===== config.mk =====
export PLATFORM = sky130hd
export DESIGN_NAME = pipe_skid_reg
export DESIGN_NICKNAME = d
export VERILOG_FILES = /design/src/rtl/pipe_skid_reg.sv
export SDC_FILE = /design/constraint.sdc
export NUM_CORES = 1
export LEC_CHECK = 0
export CAP_MARGIN = 20
export CORE_ASPECT_RATIO = 1.4
export CORE_MARGIN = 3
export CORE_UTILIZATION = 48
export DETAILED_ROUTE_END_ITERATION = 8
export PLACE_DENSITY = 0.84
export REMOVE_ABC_BUFFERS = 1
export SYNTH_ARGS = -nofsm -noshare
export SYNTH_HDL_FRONTEND = slang
export SYNTH_SLANG_ARGS = --single-unit

===== constraint.sdc =====
create_clock -name cpu_clk_50M -period 4.6 [get_ports cpu_clk_50M]
set_input_delay 0.92 -clock cpu_clk_50M [delete_from_list [all_inputs] [get_ports cpu_clk_50M]]
set_output_delay 0.92 -clock cpu_clk_50M [all_outputs]
set_load 0.03 [all_outputs]

===== src/rtl/pipe_skid_reg.sv =====
// -----------------------------------------------------------------------------
// pipe_skid_reg
//
// Generic pipeline-stage register with a valid/ready handshake and a 2-entry
// skid buffer. The payload is opaque. in_ready is decoded from registered state
// only, so there is no combinational path from out_ready back to in_ready, and
// the stage still sustains one entry per cycle. A flush empties the stage.
// Empty slots hold NOP_DATA. A saturating counter records downstream bubble
// cycles.
//
// Parameters:
//   DATA_W   payload width in bits (>= 1)
//   NOP_DATA payload presented while empty, after reset and after flush
//   CNT_W    bubble counter width (>= 1)
//
// Ports:
//   cpu_clk_50M  in   sole clock, rising edge
//   cpu_rst      in   synchronous active-high reset
//   flush        in   discard all held entries
//   in_valid     in   upstream payload valid
//   in_ready     out  stage can accept (decoded from registered state)
//   in_data      in   upstream payload
//   out_valid    out  out_data holds a live entry
//   out_ready    in   downstream accepts this cycle
//   out_data     out  head payload, NOP_DATA when out_valid=0
//   occupancy    out  number of live entries (0..2)
//   bubble_cnt   out  saturating count of out_ready & !out_valid cycles
// -----------------------------------------------------------------------------
module pipe_skid_reg #(
   parameter int                 DATA_W   = 160,
   parameter logic [DATA_W-1:0]  NOP_DATA = {DATA_W{1'b0}},
   parameter int                 CNT_W    = 16
) (
   input  logic              cpu_clk_50M,
   input  logic              cpu_rst,
   input  logic              flush,
   input  logic              in_valid,
   output logic              in_ready,
   input  logic [DATA_W-1:0] in_data,
   output logic              out_valid,
   input  logic              out_ready,
   output logic [DATA_W-1:0] out_data,
   output logic [1:0]        occupancy,
   output logic [CNT_W-1:0]  bubble_cnt
);

   // State encoding equals the live-entry count, so occupancy is the state.
   typedef enum logic [1:0] {
      ST_EMPTY = 2'd0,
      ST_ONE   = 2'd1,
      ST_FULL  = 2'd2
   } state_t;

   localparam logic [CNT_W-1:0] CNT_MAX = {CNT_W{1'b1}};
   localparam logic [CNT_W-1:0] CNT_ONE = CNT_W'(1'b1);

   state_t              state_r;
   state_t              state_nx_s;
   logic [DATA_W-1:0]   main_r;
   logic [DATA_W-1:0]   main_nx_s;
   logic [DATA_W-1:0]   skid_r;
   logic [DATA_W-1:0]   skid_nx_s;
   logic [CNT_W-1:0]    bubble_cnt_r;
   logic                in_fire_s;
   logic                out_fire_s;
   logic                bubble_inc_s;

   assign in_ready   = (state_r != ST_FULL);
   assign out_valid  = (state_r != ST_EMPTY);
   assign occupancy  = state_r;
   assign out_data   = main_r;
   assign bubble_cnt = bubble_cnt_r;

   assign in_fire_s  = in_valid & in_ready;
   assign out_fire_s = out_valid & out_ready;

   // Uses the current (pre-flush) out_valid, so a flush cycle can still count.
   assign bubble_inc_s = out_ready & ~out_valid & (bubble_cnt_r != CNT_MAX);

   // Next-state and next-payload decode; flush overrides any handshake.
   always_comb begin
      state_nx_s = state_r;
      main_nx_s  = main_r;
      skid_nx_s  = skid_r;
      if (flush) begin
         state_nx_s = ST_EMPTY;
         main_nx_s  = NOP_DATA;
         skid_nx_s  = NOP_DATA;
      end else begin
         case (state_r)
            ST_EMPTY: begin
               if (in_fire_s) begin
                  state_nx_s = ST_ONE;
                  main_nx_s  = in_data;
               end else begin
                  state_nx_s = ST_EMPTY;
               end
            end
            ST_ONE: begin
               if (in_fire_s && out_fire_s) begin
                  state_nx_s = ST_ONE;
                  main_nx_s  = in_data;
               end else if (in_fire_s) begin
                  state_nx_s = ST_FULL;
                  skid_nx_s  = in_data;
               end else if (out_fire_s) begin
                  state_nx_s = ST_EMPTY;
                  main_nx_s  = NOP_DATA;
               end else begin
                  state_nx_s = ST_ONE;
               end
            end
            ST_FULL: begin
               // in_ready is low here, so only the drain side can move.
               if (out_fire_s) begin
                  state_nx_s = ST_ONE;
                  main_nx_s  = skid_r;
                  skid_nx_s  = NOP_DATA;
               end else begin
                  state_nx_s = ST_FULL;
               end
            end
            default: begin
               // Unreachable encoding: recover to a clean empty stage.
               state_nx_s = ST_EMPTY;
               main_nx_s  = NOP_DATA;
               skid_nx_s  = NOP_DATA;
            end
         endcase
      end
   end

   // State and payload registers with synchronous reset.
   always_ff @(posedge cpu_clk_50M) begin
      if (cpu_rst) begin
         state_r <= ST_EMPTY;
         main_r  <= NOP_DATA;
         skid_r  <= NOP_DATA;
      end else begin
         state_r <= state_nx_s;
         main_r  <= main_nx_s;
         skid_r  <= skid_nx_s;
      end
   end

   // Saturating bubble counter; cleared only by reset, never by flush.
   always_ff @(posedge cpu_clk_50M) begin
      if (cpu_rst) begin
         bubble_cnt_r <= {CNT_W{1'b0}};
      end else if (bubble_inc_s) begin
         bubble_cnt_r <= bubble_cnt_r + CNT_ONE;
      end else begin
         bubble_cnt_r <= bubble_cnt_r;
      end
   end

endmodule


==> reports/metrics.cfg <==
[cells_and_area]
syn_to_final_growth_pct=31.2
nNetsFinal=2228
nFillCells=2498
final_cell_mix=nor2_1 (373), clkdlybuf4s50_1 (344), dfxtp_1 (336), inv_1 (207), mux2i_1 (161)
mostFrequentLayoutCell=nor2_1
drive_gt1_frac=0.0465

[timing]
clock_skew_ps=12.2
min_period_ps=3540
relSlewSlack=0.375
hold_violations=0
rsz0062_at_grt=no
holdWs_ps=449
fmax_mhz=283
slew_violations=0
setup_viol=0
period_share=0.769
tightestPinTransition_ps=938

[job]
max_cap_violations=0

[floorplan]
start_util=0.491
coreArea_sq_mm=0.0311
die_y_um=217
ioPinCount=345
die_w_um=157
die-area_sq_mm=0.0340
rows=76

[drt]
wl_um=44200
met3_length_um=3260
viasPerCell=5.74
dr.max_layer_used=met4
vias=14200
wl_met1_um=17600
route.detailed.drc=0
ant_nets=0
drt_iter0_drc=1099
wl_per_cell_um=17.8
drtPass1Iterations=7
wl_met2_um=21800

[grt]
grt_max_degree=163
grt_pass1_wl_um=70200
grt_antenna_before_repair=2
grt.total_usage=0.246
grt_overflow=0
grt_pass1_vias=14400

[clocking]
clk_latency_ps=520
clk_pin_slew_ps=60
tritoncts=built
postCtsHoldBufs=0
cts_sinks=338
postCtsSetupRepairBufs=0
clock-root-buffer=clkbuf_16
htree_levels=2
ctsResizeCount=0
clockBufferDepth=3
numCtsBuffers=34

[placement]
finalWeightedCongestion=0.833
dp_hpwl_um=27700
io_buffer_count=344

[synth]
synth_cell_types=40
synth-simple-area-share=0.150
synth_warnings=0
synth_top_family_by_area=compound AO/OA/AOI/OAI gates
syn_avg_cell_area_sq_um=8.37
synth_compound_area_frac=0.202
syn_area_sq_mm=0.0153
synth_xor_area_frac=0.00115
synthAdderAreaFrac=0.000820
synthMuxAreaShare=0.109
synthCells=1823
seq_area_frac_synth=0.444
synth-seq-cells=338

[worst_setup_path]
start_kind=register
worstPathArrival_ps=2620
crit_fanout=68
required_ps=3680
endpoint_kind=primary output
path_class=register to primary output

[pwr]
leakagePower_nw=7.28
finalPower_mw=6.79
p_per_area_mw_per_mm2=339
ir_worst_vdd_mv=0.268

[min_path]
hold_class=register to register

[outcome]
outcome=finished clean

[power breakdown]
group          internal (mW)  total (mW)  leakage [nW]  switching (mW)
Sequential              2.99        3.03          2.74          0.0436
Clock                   1.63        2.79         0.554            1.16
Combinational          0.428       0.968          3.98           0.540
[cell families (layout without fill, tap and decap cells)]
kind of cell    count (synthesis)  count (layout)
simple gates                  538             538
compound gates                406             406
buf+inv                       373             638
flops                         338             338
mux                           165             165
xor+xnor                        2               2
fa+ha+maj                       1               1
other cells                     0               2
[layout make-up]
type                       count  area, sq um  area share
sequential                   338         6770       0.338
tap                          390          488      0.0244
multi-input combinational   1112         7140       0.357
antenna                        2         5.00    0.000250
clock buffer                  51         1040      0.0519
timing repair buffer         369         3700       0.185
inverter                     207          777      0.0388
clock inverter                11         88.8     0.00444
[path summary, 6_finish.rpt]
check	slack (ps)	depth (start not counted)	endpoint	start
max	1060	2	in_ready	occupancy[1]
min	450	2	out_data[46]	out_data[46]
min reg2reg	450	2	out_data[46]	out_data[46]
max reg2reg	1820	5	out_data[59]	occupancy[1]
[flip-flops by register name, summed over array words and instances, names as in the netlist]
register	count
bubble_cnt	16
occupancy	2
out_data	160
skid_r	160
[critical path: stages (launching register included)]
cell and delay, ps:
dfxtp_4 940, nand2b_4 430, clkdlybuf4s50_1 720
[per-stage QoR]
stage                     std cells  worst slack [ps]  setup TNS [ps]  utilization  instance area [sq um]
after floorplan                1657             -4960        -1365870            -                  14600
after global placement         2415              1130               0        0.606                  18900
after detailed placement       2416              1070               0        0.607                  18900
after CTS                      2478              1030               0        0.643                  20000
after global routing           2480               922               0        0.644                  20000
final                          2480              1060               0        0.644                  20000
[layer usage]
metal  global-route usage  vias up
li1                     -     6709
met1                0.292     6820
met2                0.425      610
met3               0.0481       93
met4                0.117        0
met5                    0        -
[Yosys cell counts (all sizes together)]
| library cell | number | area, sq um |
|---|---|---|
| a211oi | 1 | 7.51 |
| a21boi | 1 | 7.51 |
| a21oi | 68 | 340 |
| a22oi | 160 | 1200 |
| a2bb2oi | 57 | 499 |
| and2 | 60 | 375 |
| and3 | 2 | 12.5 |
| and4 | 2 | 17.5 |
| buf | 40 | 183 |
| clkbuf | 126 | 473 |
| dfxtp | 338 | 6770 |
| ha | 1 | 12.5 |
| inv | 207 | 777 |
| mux2 | 4 | 45.0 |
| mux2i | 161 | 1610 |
| nand2 | 64 | 240 |
| nand2b | 2 | 12.5 |
| nand3 | 6 | 30.0 |
| nand4 | 5 | 31.3 |
| nor2 | 373 | 1400 |
| nor2b | 7 | 43.8 |
| nor3b | 2 | 20.0 |
| nor4 | 1 | 6.26 |
| o2111ai | 1 | 8.76 |
| o21ai | 6 | 30.0 |
| o22a | 2 | 17.5 |
| o2bb2ai | 1 | 8.76 |
| o31ai | 3 | 22.5 |
| o32ai | 104 | 918 |
| o41ai | 2 | 17.5 |
| or2 | 2 | 12.5 |
| or3 | 6 | 37.5 |
| or3b | 1 | 8.76 |
| or4 | 5 | 41.3 |
| xor2 | 2 | 17.5 |
Note: power is estimated with default switching activity, not from simulation.
==> RTL change, RTL diff (same flow settings) <==
Change the parameter `DATA_W` from 160 to 320.
--- a/src/rtl/pipe_skid_reg.sv
+++ b/src/rtl/pipe_skid_reg.sv
@@ -28,5 +28,5 @@
 // -----------------------------------------------------------------------------
 module pipe_skid_reg #(
-   parameter int                 DATA_W   = 160,
+   parameter int                 DATA_W   = 320,
    parameter logic [DATA_W-1:0]  NOP_DATA = {DATA_W{1'b0}},
    parameter int                 CNT_W    = 16
Ports: changed (resized in_data and out_data); port bits go from 345 to 665. The function was not compared with the original's and may differ.
==> RTL change against the original RTL <==
Area after synthesis up 95%; register-to-register slack lost 0.04 ns; sequential cell count is 320 higher; via count increased by 98%; fmax down 3.5%; synthesized cell count is 95% higher; wire length rose by 120%; clock skew up 0.0057 ns; total power is 97% higher; worst setup slack worse by 0.13 ns; count of clock-buffer cells in the layout increased by 36; cell count increased by 98%; design area up 96%; critical endpoint unchanged; largest cell class unchanged.
==> RTL change: results (changes against the original RTL) <==
status: "finished clean"
fin_skew_ns: 0.0179  # +0.00569 ns
gp_congestion: 0.824  # -1.1%
tritoncts.num_buffers: 61  # +79%
critPathTopFamily: "buffers and inverters"
dr.pass1.iters: 7  # unchanged
grt_pass1_vias: 27064  # +89%
worst_pin_slew_ns: 1.05  # +0.110 ns
worstPathArrival_ns: 2.74  # +0.12 ns
synth-adder-area-share_pct: 0.0421  # -0.040 points
gr-usage-all-layers_pct: 27.9  # +3.2 points
seq_area_frac_synth_pct: 44.3  # -0.049 points
io_buffers: 664  # +93%
placed_cells: 4784  # +98%
final_cells: 4904  # +98%
antenna_found_initial: 11  # +9
leakagePower_nw: 14.4  # +98%
ys_async_sr_fraction_pct: 0  # unchanged
vias: 28217  # +98%
synthTopCellsByCount: "nor2_1 (768), dfxtp_1 (658), inv_1 (438)"
finalNetCount: 4357  # +96%
fillCellCount: 4857  # +94%
worstPathMaxFanout: 48  # -29%
synth_compound_area_share_pct: 19.9  # -0.31 points
cts_setup_buffers: 0  # unchanged
htree_levels: 2  # unchanged
clkLatencyLatePin_ns: 0.62  # +0.10 ns
grt_start_max_net_pins: 143  # -12%
clockBufferDepth: 3  # unchanged
cp_slowest_cell: "clkdlybuf4s50_1"
muxShareOfSynthArea_pct: 11.2  # +0.32 points
grt_pass1_wl_mm: 149  # +110%
synthXorXnorAreaFrac_pct: 0  # -0.11 points
max_stage_delay_ns: 0.77  # -0.17 ns
syn_avg_cell_area_um2: 8.38  # +0.14%
vdd_drop_max_v: 0.000286  # +6.6%
cts.repair.resized: 0  # unchanged
ctsRootBufferMaster: "clkbuf_16"
hp-class: "flip-flop to flip-flop"
yosysWarnings: 0  # unchanged
synth_area_leaders: "dfxtp_1 (44%), mux2i_1 (11%), nor2_1 (9.7%)"
drive_gt1_share_pct: 5.17  # +0.53 points
hpwlAfterDp_mm: 62.0  # +120%
intPower_mw: 9.93  # +97%
drt-initial-drc-count: 2981  # +170%
routed_wl_mm: 96.4  # +120%
path_clk_slew_ns: 0.06  # about the same
final-setup-viol-count: 0  # unchanged
synth_cell_types: 43  # +7.5%
synthFlopType: "dfxtp_1"
-- RTL change: cell count changes after synthesis, moves of 33 or more --
cell	delta
o32ai_1	+115
a2bb2oi_1	+45
dfxtp_1	+320
clkbuf_1	+33
mux2i_1	+162
buf_2	+119
nor2_1	+395
a22oi_1	+160
nand2_1	+46
inv_1	+231
and2_1	+44
a21oi_1	+42
-- RTL change: path summary, 6_finish.rpt --
path | to | startpoint | slack (ns) | cells after the start
setup / recovery | in_ready | occupancy[0] | 0.94 | 2
hold / removal | out_data[295] | out_data[295] | 0.45 | 2
setup reg to reg | out_data[153] | occupancy[1] | 1.78 | 5
hold reg to reg | out_data[295] | out_data[295] | 0.45 | 2
-- RTL change: layout make-up --
class / count / area [um^2] / share of cell area, %
well taps: 817 / 1020 / 2.61
flip-flops and latches: 658 / 13200 / 33.6
repair buffers: 747 / 7610 / 19.4
multi-input cells: 2125 / 13600 / 34.6
clock inverters: 23 / 359 / 0.916
inverters: 438 / 1640 / 4.19
clock buffers: 87 / 1810 / 4.63
diodes: 9 / 22.5 / 0.0574
-- RTL change: routing by layer --
layer	GRT usage, %	routed length, um
met1	34.1	37300
met2	46.0	45400
met3	7.64	9170
met4	12.4	4450
met5	0	26
-- RTL change: power groups by stage --
stage          registers, mW  clock network (mW)  logic (mW)
6_report                5.90                5.50        1.98
5_1_grt                 5.91                5.77        2.10
4_1_cts                 5.90                5.56        1.97
3_5_place_dp            6.03                   0        1.95
3_3_place_gp            6.03                   0        1.93
2_1_floorplan           6.23                   0        1.08
-- RTL change: through the flow --
step	instance area, um^2	worst slack (ns)	power, mW	setup TNS, ns
global placement	37000	1.15	7.96	0
finish	39200	0.936	13.4	0
CTS	39200	0.869	13.4	0
detailed placement	37000	1.09	7.98	0
floorplan	28300	-14.94	7.32	-8234.91
global route	39200	0.815	13.8	0
